<file path="src/rtl/risc_multicycle_core_if.sv">
// rtl/risc_multicycle_core_if.sv - instruction and data memory req/ack bus of the multi-cycle RISC core
interface risc_multicycle_core_if #(
    parameter int XLEN = 32,
    parameter int AW   = 16
);
    logic            imem_req;
    logic [AW-1:0]   imem_addr;
    logic [31:0]     imem_rdata;
    logic            imem_ack;
    logic            dmem_req;
    logic            dmem_we;
    logic [AW-1:0]   dmem_addr;
    logic [XLEN-1:0] dmem_wdata;
    logic [XLEN-1:0] dmem_rdata;
    logic            dmem_ack;

    modport master (
        output imem_req, imem_addr, dmem_req, dmem_we, dmem_addr, dmem_wdata,
        input  imem_rdata, imem_ack, dmem_rdata, dmem_ack
    );

    modport slave (
        input  imem_req, imem_addr, dmem_req, dmem_we, dmem_addr, dmem_wdata,
        output imem_rdata, imem_ack, dmem_rdata, dmem_ack
    );
endinterface

</file>
<file path="src/rtl/risc_multicycle_core.sv">
// rtl/risc_multicycle_core.sv - multi-cycle RISC core, fetch/decode/exec/mem/wb FSM; RISC_MUL_EN adds R-type MUL
module risc_multicycle_core #(
    parameter int          XLEN     = 32,
    parameter int          NREG     = 32,
    parameter int          AW       = 16,
    parameter int unsigned RESET_PC = 0
) (
    input  logic                   clk,
    input  logic                   rst_n,
    risc_multicycle_core_if.master mem,
    output logic                   retire,
    output logic                   halted
);
    localparam int RW = $clog2(NREG);

    localparam logic [2:0] S_FETCH  = 3'd0;
    localparam logic [2:0] S_DECODE = 3'd1;
    localparam logic [2:0] S_EXEC   = 3'd2;
    localparam logic [2:0] S_MEM    = 3'd3;
    localparam logic [2:0] S_WB     = 3'd4;
    localparam logic [2:0] S_HALT   = 3'd5;

    localparam logic [5:0] OP_R    = 6'h00;
    localparam logic [5:0] OP_J    = 6'h02;
    localparam logic [5:0] OP_BEQ  = 6'h04;
    localparam logic [5:0] OP_ADDI = 6'h08;
    localparam logic [5:0] OP_LW   = 6'h23;
    localparam logic [5:0] OP_SW   = 6'h2B;
    localparam logic [5:0] OP_HALT = 6'h3F;

    logic [2:0]      state;
    logic [AW-1:0]   pc;
    logic [31:0]     ir;
    logic [XLEN-1:0] a, b, alu, mdr;
    logic [XLEN-1:0] regs [NREG];

    logic [5:0]      op, fn;
    logic [4:0]      sh;
    logic [RW-1:0]   rs_i, rt_i, rd_i, dst;
    logic [XLEN-1:0] imm_x, r_res;
    logic            r_ok, exec_done;

    assign op    = ir[31:26];
    assign fn    = ir[5:0];
    assign sh    = ir[10:6];
    assign rs_i  = ir[21 +: RW];
    assign rt_i  = ir[16 +: RW];
    assign rd_i  = ir[11 +: RW];
    assign imm_x = XLEN'($signed(ir[15:0]));
    assign dst   = (op == OP_R) ? rd_i : rt_i;

    always_comb begin
        r_res = '0;
        r_ok  = 1'b1;
        case (fn)
            6'h20:   r_res = a + b;
            6'h22:   r_res = a - b;
            6'h24:   r_res = a & b;
            6'h25:   r_res = a | b;
            6'h2A:   r_res = {{(XLEN-1){1'b0}}, ($signed(a) < $signed(b))};
            6'h00:   r_res = b << sh;
`ifdef RISC_MUL_EN
            6'h18:   r_res = a * b;
`else
`endif
            default: r_ok = 1'b0;
        endcase
    end

    // Instructions that finish in EXEC: control flow, HALT, and anything undecodable (NOP).
    always_comb begin
        case (op)
            OP_R:                   exec_done = !r_ok;
            OP_ADDI, OP_LW, OP_SW:  exec_done = 1'b0;
            default:                exec_done = 1'b1;
        endcase
    end

    assign retire = (state == S_WB)
                 || (state == S_EXEC && exec_done)
                 || (state == S_MEM && mem.dmem_req && mem.dmem_ack && mem.dmem_we);
    assign halted        = (state == S_HALT);
    assign mem.imem_addr = pc;

    always_ff @(posedge clk or negedge rst_n) begin
        if (!rst_n) begin
            state          <= S_FETCH;
            pc             <= AW'(RESET_PC);
            ir             <= '0;
            a              <= '0;
            b              <= '0;
            alu            <= '0;
            mdr            <= '0;
            mem.imem_req   <= 1'b0;
            mem.dmem_req   <= 1'b0;
            mem.dmem_we    <= 1'b0;
            mem.dmem_addr  <= '0;
            mem.dmem_wdata <= '0;
            for (int i = 0; i < NREG; i++) regs[i] <= '0;
        end else begin
            case (state)
                S_FETCH: begin
                    // req is raised on entry to FETCH so a same-cycle ack costs no extra cycle
                    if (mem.imem_req && mem.imem_ack) begin
                        ir           <= mem.imem_rdata;
                        mem.imem_req <= 1'b0;
                        state        <= S_DECODE;
                    end else begin
                        mem.imem_req <= 1'b1;
                    end
                end
                S_DECODE: begin
                    a     <= (rs_i == '0) ? '0 : regs[rs_i];
                    b     <= (rt_i == '0) ? '0 : regs[rt_i];
                    pc    <= pc + AW'(1);
                    state <= S_EXEC;
                end
                S_EXEC: begin
                    case (op)
                        OP_R: begin
                            if (r_ok) begin
                                alu   <= r_res;
                                state <= S_WB;
                            end else begin
                                mem.imem_req <= 1'b1;
                                state        <= S_FETCH;
                            end
                        end
                        OP_ADDI: begin
                            alu   <= a + imm_x;
                            state <= S_WB;
                        end
                        OP_LW, OP_SW: begin
                            mem.dmem_req   <= 1'b1;
                            mem.dmem_we    <= (op == OP_SW);
                            mem.dmem_addr  <= AW'(a + imm_x);
                            mem.dmem_wdata <= b;
                            state          <= S_MEM;
                        end
                        OP_BEQ: begin
                            // pc already holds PC+1 here
                            if (a == b) pc <= pc + AW'($signed(ir[15:0]));
                            mem.imem_req <= 1'b1;
                            state        <= S_FETCH;
                        end
                        OP_J: begin
                            pc           <= AW'(ir[25:0]);
                            mem.imem_req <= 1'b1;
                            state        <= S_FETCH;
                        end
                        OP_HALT: state <= S_HALT;
                        default: begin
                            mem.imem_req <= 1'b1;
                            state        <= S_FETCH;
                        end
                    endcase
                end
                S_MEM: begin
                    if (mem.dmem_ack) begin
                        mem.dmem_req <= 1'b0;
                        mem.dmem_we  <= 1'b0;
                        if (mem.dmem_we) begin
                            mem.imem_req <= 1'b1;
                            state        <= S_FETCH;
                        end else begin
                            mdr   <= mem.dmem_rdata;
                            state <= S_WB;
                        end
                    end
                end
                S_WB: begin
                    if (dst != '0) regs[dst] <= (op == OP_LW) ? mdr : alu;
                    mem.imem_req <= 1'b1;
                    state        <= S_FETCH;
                end
                S_HALT: state <= S_HALT;
                default: state <= S_FETCH;
            endcase
        end
    end
endmodule

</file>
<file path="src/flat_wrapper.sv">
// flat-port wrapper written by rule: the top's interface ports become plain ports
module risc_multicycle_core_flat 
#(
    parameter int          XLEN     = 32,
    parameter int          NREG     = 32,
    parameter int          AW       = 16,
    parameter int unsigned RESET_PC = 0
)
  (clk, rst_n, retire, halted, mem_imem_req, mem_imem_addr, mem_dmem_req, mem_dmem_we, mem_dmem_addr, mem_dmem_wdata, mem_imem_rdata, mem_imem_ack, mem_dmem_rdata, mem_dmem_ack);
  risc_multicycle_core_if #(.XLEN(XLEN), .AW(AW)) mem_i ();
  input  logic clk;
  input  logic rst_n;
  output logic retire;
  output logic halted;
  output wire logic [$bits(mem_i.imem_req)-1:0] mem_imem_req;
  output wire logic [$bits(mem_i.imem_addr)-1:0] mem_imem_addr;
  output wire logic [$bits(mem_i.dmem_req)-1:0] mem_dmem_req;
  output wire logic [$bits(mem_i.dmem_we)-1:0] mem_dmem_we;
  output wire logic [$bits(mem_i.dmem_addr)-1:0] mem_dmem_addr;
  output wire logic [$bits(mem_i.dmem_wdata)-1:0] mem_dmem_wdata;
  input wire logic [$bits(mem_i.imem_rdata)-1:0] mem_imem_rdata;
  input wire logic [$bits(mem_i.imem_ack)-1:0] mem_imem_ack;
  input wire logic [$bits(mem_i.dmem_rdata)-1:0] mem_dmem_rdata;
  input wire logic [$bits(mem_i.dmem_ack)-1:0] mem_dmem_ack;
  assign mem_imem_req = mem_i.imem_req;
  assign mem_imem_addr = mem_i.imem_addr;
  assign mem_dmem_req = mem_i.dmem_req;
  assign mem_dmem_we = mem_i.dmem_we;
  assign mem_dmem_addr = mem_i.dmem_addr;
  assign mem_dmem_wdata = mem_i.dmem_wdata;
  assign mem_i.imem_rdata = mem_imem_rdata;
  assign mem_i.imem_ack = mem_imem_ack;
  assign mem_i.dmem_rdata = mem_dmem_rdata;
  assign mem_i.dmem_ack = mem_dmem_ack;
  risc_multicycle_core #(.XLEN(XLEN), .NREG(NREG), .AW(AW), .RESET_PC(RESET_PC)) u_core (.clk(clk), .rst_n(rst_n), .mem(mem_i), .retire(retire), .halted(halted));
endmodule
</file>
<file path="config.mk">
export PLATFORM = sky130hd
export DESIGN_NAME = risc_multicycle_core_flat
export DESIGN_NICKNAME = d
export VERILOG_FILES = /design/src/rtl/risc_multicycle_core_if.sv /design/src/rtl/risc_multicycle_core.sv /design/src/flat_wrapper.sv
export SDC_FILE = /design/constraint.sdc
export NUM_CORES = 2
export LEC_CHECK = 0
export CAP_MARGIN = 20
export CORE_MARGIN = 2
export CORE_UTILIZATION = 53
export CTS_CLUSTER_DIAMETER = 200
export DETAILED_ROUTE_END_ITERATION = 8
export PLACE_DENSITY = 0.7
export SYNTH_ARGS = -nofsm -noshare
export SYNTH_HDL_FRONTEND = slang
export SYNTH_SLANG_ARGS = --single-unit
</file>
<file path="constraint.sdc">
create_clock -name clk -period 6.7 [get_ports clk]
set_input_delay 1.34 -clock clk [delete_from_list [all_inputs] [get_ports clk]]
set_output_delay 1.34 -clock clk [all_outputs]
set_load 0.01 [all_outputs]
</file>
; Yosys cells after proc, flatten, opt, wreduce, memory -nomap -nowiden
; Cells that the tools add are included.
[totals]
register_bits = 1254
latch_bits = 0
ramBits = 0
romBits = 0
in_bits = 68
output_inout_bits = 69
wordCells = 157
mem_count = 0
[classes]
add_sub_neg = 5
mul = 0
div = 0
n_lt_le_gt_ge = 5
n_eq_ne = 26
shifts = 1
mux = 38
bitwise = 6
n_reduce_logical = 32
[ops]
columns = cell, count
row1 = $bwmux W1024, 1
row2 = $bmux W32 S5, 2
row3 = $mux W32, 9
row4 = $pmux W32 S6, 1
row5 = $demux W32 S5, 1
row6 = $add A32 B32 Y32, 2
row7 = $pmux W16 S2, 2
row8 = $pmux W32 S2, 1
row9 = $eq A6 B6 Y1 const B, 8
row10 = $and A32 B32 Y32, 1
row11 = $eq A32 B32 Y1, 1
row12 = $lt A32 B32 Y1, 1
row13 = $or A32 B32 Y32, 1
row14 = $shl A32 B5 Y32, 1
row15 = $sub A32 B32 Y32, 1
row16 = $ge A6 B6 Y1 const B, 3
row17 = $not A5 Y6, 3
row18 = $add A16 B1 Y16 const B, 1
row19 = $add A16 B16 Y16, 1
row20 = $mux W16, 1
row21 = $pmux W3 S5, 1
row22 = $logic_not A6 Y1, 2
row23 = $mux W3, 4
row24 = $pmux W3 S4, 1
row25 = 30 further kinds, 63

; Depth between registers and ports, before layout
[logic_depth]
word_depth = 8
ltp_mapped = 14
ltp_nobuf = 14

; Least setup slack after synthesis
; No wires, ideal clock.
[synth_timing]
kind = reg-to-reg
from = register u_core.b[10]
to = register u_core.alu[31]
setup_time_ns = 0.142
t_arrival_ns = 3.369
required_time_ns = 6.558
setup_slack_ns = 3.190
stages_incl_launch_ff = 14
path_cell_list = dfrtp_1 > inv_1 > ha_1 > buf_6 > or4_1 > or4_1 > a211oi_2 > nor4_1 > o31a_1 > o31ai_4 > a31o_1 > mux2i_1 > o31ai_1 > o2111ai_1
[synth_between]
elab_chain_len = 4
word_cells_on_any_way = 6
[synth_lines]
columns = element, line
row1 = start: declaration, risc_multicycle_core.sv:34  ; logic [XLEN-1:0] a, b, alu, mdr;
row2 = start signal: assignment, risc_multicycle_core.sv:114  ; b <= (rt_i == '0) ? '0 : regs[rt_i];
row3 = $sub A32 B32 Y32 (tied with other cells), risc_multicycle_core.sv:57  ; 6'h22: r_res = a - b;
row4 = $pmux W32 S6 (*), risc_multicycle_core.sv:55  ; case (fn)
row5 = $mux W32 (*), risc_multicycle_core.sv:121  ; if (r_ok) begin
row6 = $pmux W32 S2 (*), risc_multicycle_core.sv:119  ; case (op)
row7 = end signal: assignment, risc_multicycle_core.sv:122  ; alu <= r_res;
row8 = end signal: assignment, risc_multicycle_core.sv:130  ; alu <= a + imm_x;
row9 = end: declaration, risc_multicycle_core.sv:34
; Mark *: on every way between the ends. The rest lies on a longest branch, timed or not. The select of a mux whose other input is x is not followed.
; A chain may end at the register's enable or synchronous reset.

; Worst setup path in the final report
[layout_timing]
from = register u_core.b[29]
to = register u_core.pc[14] (netlist: u_core.mem.imem_addr[14])
[layout_between]
elab_chain_len = 3
[layout_lines]
columns = element, line
row1 = $eq A32 B32 Y1, risc_multicycle_core.sv:142  ; if (a == b) pc <= pc + AW'($signed(ir[15:0]));
row2 = $ne A3 B3 Y1 (no source line), n/a
row3 = $reduce_and A3 Y1 (no source line), n/a
row4 = end signal: assignment, risc_multicycle_core.sv:115  ; pc <= pc + AW'(1);
row5 = end signal: assignment, risc_multicycle_core.sv:142
row6 = end signal: assignment, risc_multicycle_core.sv:147  ; pc <= AW'(ir[25:0]);
row7 = end: declaration, risc_multicycle_core.sv:32  ; logic [AW-1:0] pc;
; No other way between the ends.

==> impl_metrics.ini <==
[status]
status = complete, no violations

[floorplanning]
die_area_um2 = 135000
coreArea_um2 = 131000
floorplan.initialDensity_pct = 53.4
io_pins = 137
die_width_um = 368
chipHeight_um = 368
core.rowCount = 133

[clock_tree]
post_cts.repair.setup_buffers = 0
cts.repair.resized = 0
cts-hold-fix-buffers = 0
cts.sinks = 1254
clock_tree.root_cell = sky130_fd_sc_hd__clkbuf_16
clk-insertion-delay-late_ps = 790
htreeDepth = 4
tritoncts_clock_tree = done
cts-root-to-sink-buffers = 3
numCtsBuffers = 139
clkSlewWorstSetupHoldPaths_ps = 60

[timing]
report.final.hold_viol_count = 0
period_share_pct = 74.2
timing.clock.skew_ps = 29.1
drv_slew = 0
grt_setup_unrepaired = false
max_slew.worst_pin.slew_ps = 1190
min_period_ps = 4970
finalSetupViolations = 0
timing.setup.tns_ps = 0
fmaxAchievable_mhz = 201
slew-limit-headroom_pct = 20.6
final.hold.worst_slack_ps = 400

[synth]
synth_top_cell_by_area = sky130_fd_sc_hd__dfrtp_1
synth_cell_types = 81
yosysWarnings = 0
synth_fp_nets = 7197
synthDominantCellAreaShare_pct = 44.8
avgSynthCellArea_um2 = 10.0
postSynthCellCount = 6975
synth-edff-count = 0
synthesis.area_um2 = 70100
synth.cells.most_frequent = sky130_fd_sc_hd__dfrtp_1, sky130_fd_sc_hd__a21oi_1, sky130_fd_sc_hd__nor2_1
ys_top_cells_by_area = sky130_fd_sc_hd__dfrtp_1, sky130_fd_sc_hd__mux4_2, sky130_fd_sc_hd__a21oi_1
synth_sequential_area_ratio_pct = 44.8
most_frequent_cell_after_synthesis = sky130_fd_sc_hd__dfrtp_1
synth_flop_cell = sky130_fd_sc_hd__dfrtp_1
synth_seq_cells = 1254
synthArstFlopShare_pct = 100

[flow_run]
timing.max_cap.violations = 0

[drt]
postRouteWirelength_mm = 247
via_count = 58044
antenna_violating_nets_post_route = 0
wl_per_cell_um = 28.6
first_pass_detailed_route_iteration_total = 8
number_of_remaining_drc_errors = 0
drt-initial-drc-count = 7630
via_density_per_instance = 6.74

[worst_hold_path]
holdPathEnd = u_core.regs[997]
worst_hold_path_cell_count = 0
hp-start = u_core.regs[997]
hp-class = register to register

[setup_path]
reg2regPathDepth = 12
startpoint_of_the_worst_register_to_register_path = u_core.b[29]
reg2reg_to = u_core.mem.imem_addr[14]
slowest_delay_ps = 840
start_kind = register
worst_path_required_ps = 7400
worst-setup-path-type = register to register
cp_data_arrival_time_ps = 5680
critical-path-top-delay-family = simple AND/OR/NAND/NOR gates
slowest_stage = sky130_fd_sc_hd__nor4_1
worstPathBufferInverterCount = 1
ff2ff_setup_slack_ps = 1730
crit_path_max_fanout = 27
critical_path.cell_chain = inv_1 -> ha_1 -> nor2_1 -> nand2_1 -> nor4_1 -> nand3_1 -> nor4_1 -> o211ai_1 -> nand2_1 -> a21oi_1 -> or4_1 -> a21oi_1
crit_path_end_kind = register

[placed_design]
hpwlAfterDp_mm = 156
place_congestion = 1.03
io_buffer_count = 136

[global_routing]
use_met2_pct = 55.3
grt_remaining_overflow = 0
grt_use_total_pct = 36.4
number_of_global_route_vias_before_repair = 57311
met3_demand_to_capacity_share_in_global_routing_pct = 8.04
top_usage_layer = met2
grt_start_max_net_pins = 165
grt_pass1_wl_mm = 368
global_route.usage.met1_pct = 48.4
number_of_antenna_violations_at_the_first_check_in_global_routing = 8

[final_layout]
num_antenna_cells = 0
fillerInstances = 10836
drive_above_1_share_pct = 15.3
nNetsFinal = 6975
areaGrowthSynthToFinish_pct = 11.1

[power_and_ir_drop]
leakage_nw = 33.4
ir_drop_mv = 0.291
power_density_nw_per_um2 = 467
[logic make-up (layout without fill, tap and decap cells)]
| group | after synthesis | after routing | synth area share (%) |
|---|---|---|---|
| flops | 1254 | 1254 | 44.8 |
| fa+ha+maj | 154 | 154 | 2.79 |
| buf+inv | 763 | 647 | 4.11 |
| xor+xnor | 48 | 48 | 0.600 |
| mux | 888 | 888 | 20.3 |
| compound gates | 2130 | 2130 | 17.4 |
| simple gates | 1738 | 1738 | 10.1 |
[flip-flops by register name, summed over array words and instances (netlist names), 16 cells and up]
signal / flops
u_core.alu: 32
u_core.b: 32
u_core.mem.dmem_wdata: 32
u_core.mdr: 32
u_core.regs: 1024
u_core.a: 32
u_core.ir: 32
u_core.mem.imem_addr: 16
u_core.mem.dmem_addr: 16
[how the worst max path moves through the flow]
stage / startpoint / endpoint / slack [ps] / cells past startpoint
4_1_cts: u_core.b[22] / u_core.mem.imem_addr[14] / 1830 / 11
3_5_place_dp: u_core.b[22] / u_core.mem.imem_addr[14] / 1840 / 11
6_report: u_core.b[29] / u_core.mem.imem_addr[14] / 1730 / 12
2_1_floorplan: u_core.b[10] / u_core.alu[31] / 3190 / 13
3_3_place_gp: u_core.b[22] / u_core.mem.imem_addr[14] / 1940 / 11
5_1_grt: u_core.b[22] / u_core.mem.imem_addr[14] / 1550 / 11
[cell usage in the layout, fill, tap and decap left out, types with 121 or more instances in the layout]
cell                              synthesis  final
sky130_fd_sc_hd__clkdlybuf4s50_1          0    135
sky130_fd_sc_hd__mux4_2                 412    412
sky130_fd_sc_hd__dfrtp_1               1254   1241
sky130_fd_sc_hd__buf_4                    0    121
sky130_fd_sc_hd__o22ai_1                165    165
sky130_fd_sc_hd__mux2_2                 154    154
sky130_fd_sc_hd__a21oi_1                925    925
sky130_fd_sc_hd__nor2_1                 805    784
sky130_fd_sc_hd__o21ai_0                633    633
sky130_fd_sc_hd__clkbuf_16                0    145
sky130_fd_sc_hd__ha_1                   150    150
sky130_fd_sc_hd__nand2_1                667    654
sky130_fd_sc_hd__mux2i_1                322    290
[power by group]
group / switching [mW] / internal [mW]
Clock: 3.26 / 4.77
Sequential: 2.24 / 9.30
Combinational: 10.4 / 6.40
[routing by layer]
metal  part of all wire, %  up-vias  wire length (um)
met3                    10      810             25100
met2                    45     3415            112000
li1                      -    24949                 -
met5                 0.021        -                51
met4                   6.4        8             15700
met1                    38    28862             94200
[cell type report]
cell class	instances	area, um^2	share of cell area, %
Timing Repair Buffer	283	2820	3.62
Clock inverter	50	628	0.807
Tap cell	1755	2200	2.82
Multi-Input combinational cell	4958	36200	46.5
Sequential cell	1254	31400	40.4
Inverter	117	439	0.564
Clock buffer	197	4130	5.31
[metrics by stage]
stage / setup slack, ps / total power, mW / cells / util, % / area, um^2
after global routing: 1550 / 37.9 / 8614 / 59.3 / 77900
after CTS: 1830 / 35.9 / 8612 / 59.3 / 77800
after detailed placement: 1840 / 27.9 / 8365 / 55.6 / 73000
final: 1730 / 36.4 / 8614 / 59.3 / 77900
after floorplan: 3190 / 22.0 / 6975 / - / 70100
after global placement: 1940 / 27.6 / 8362 / 55.6 / 73000
(Power assumes the default switching activity.)
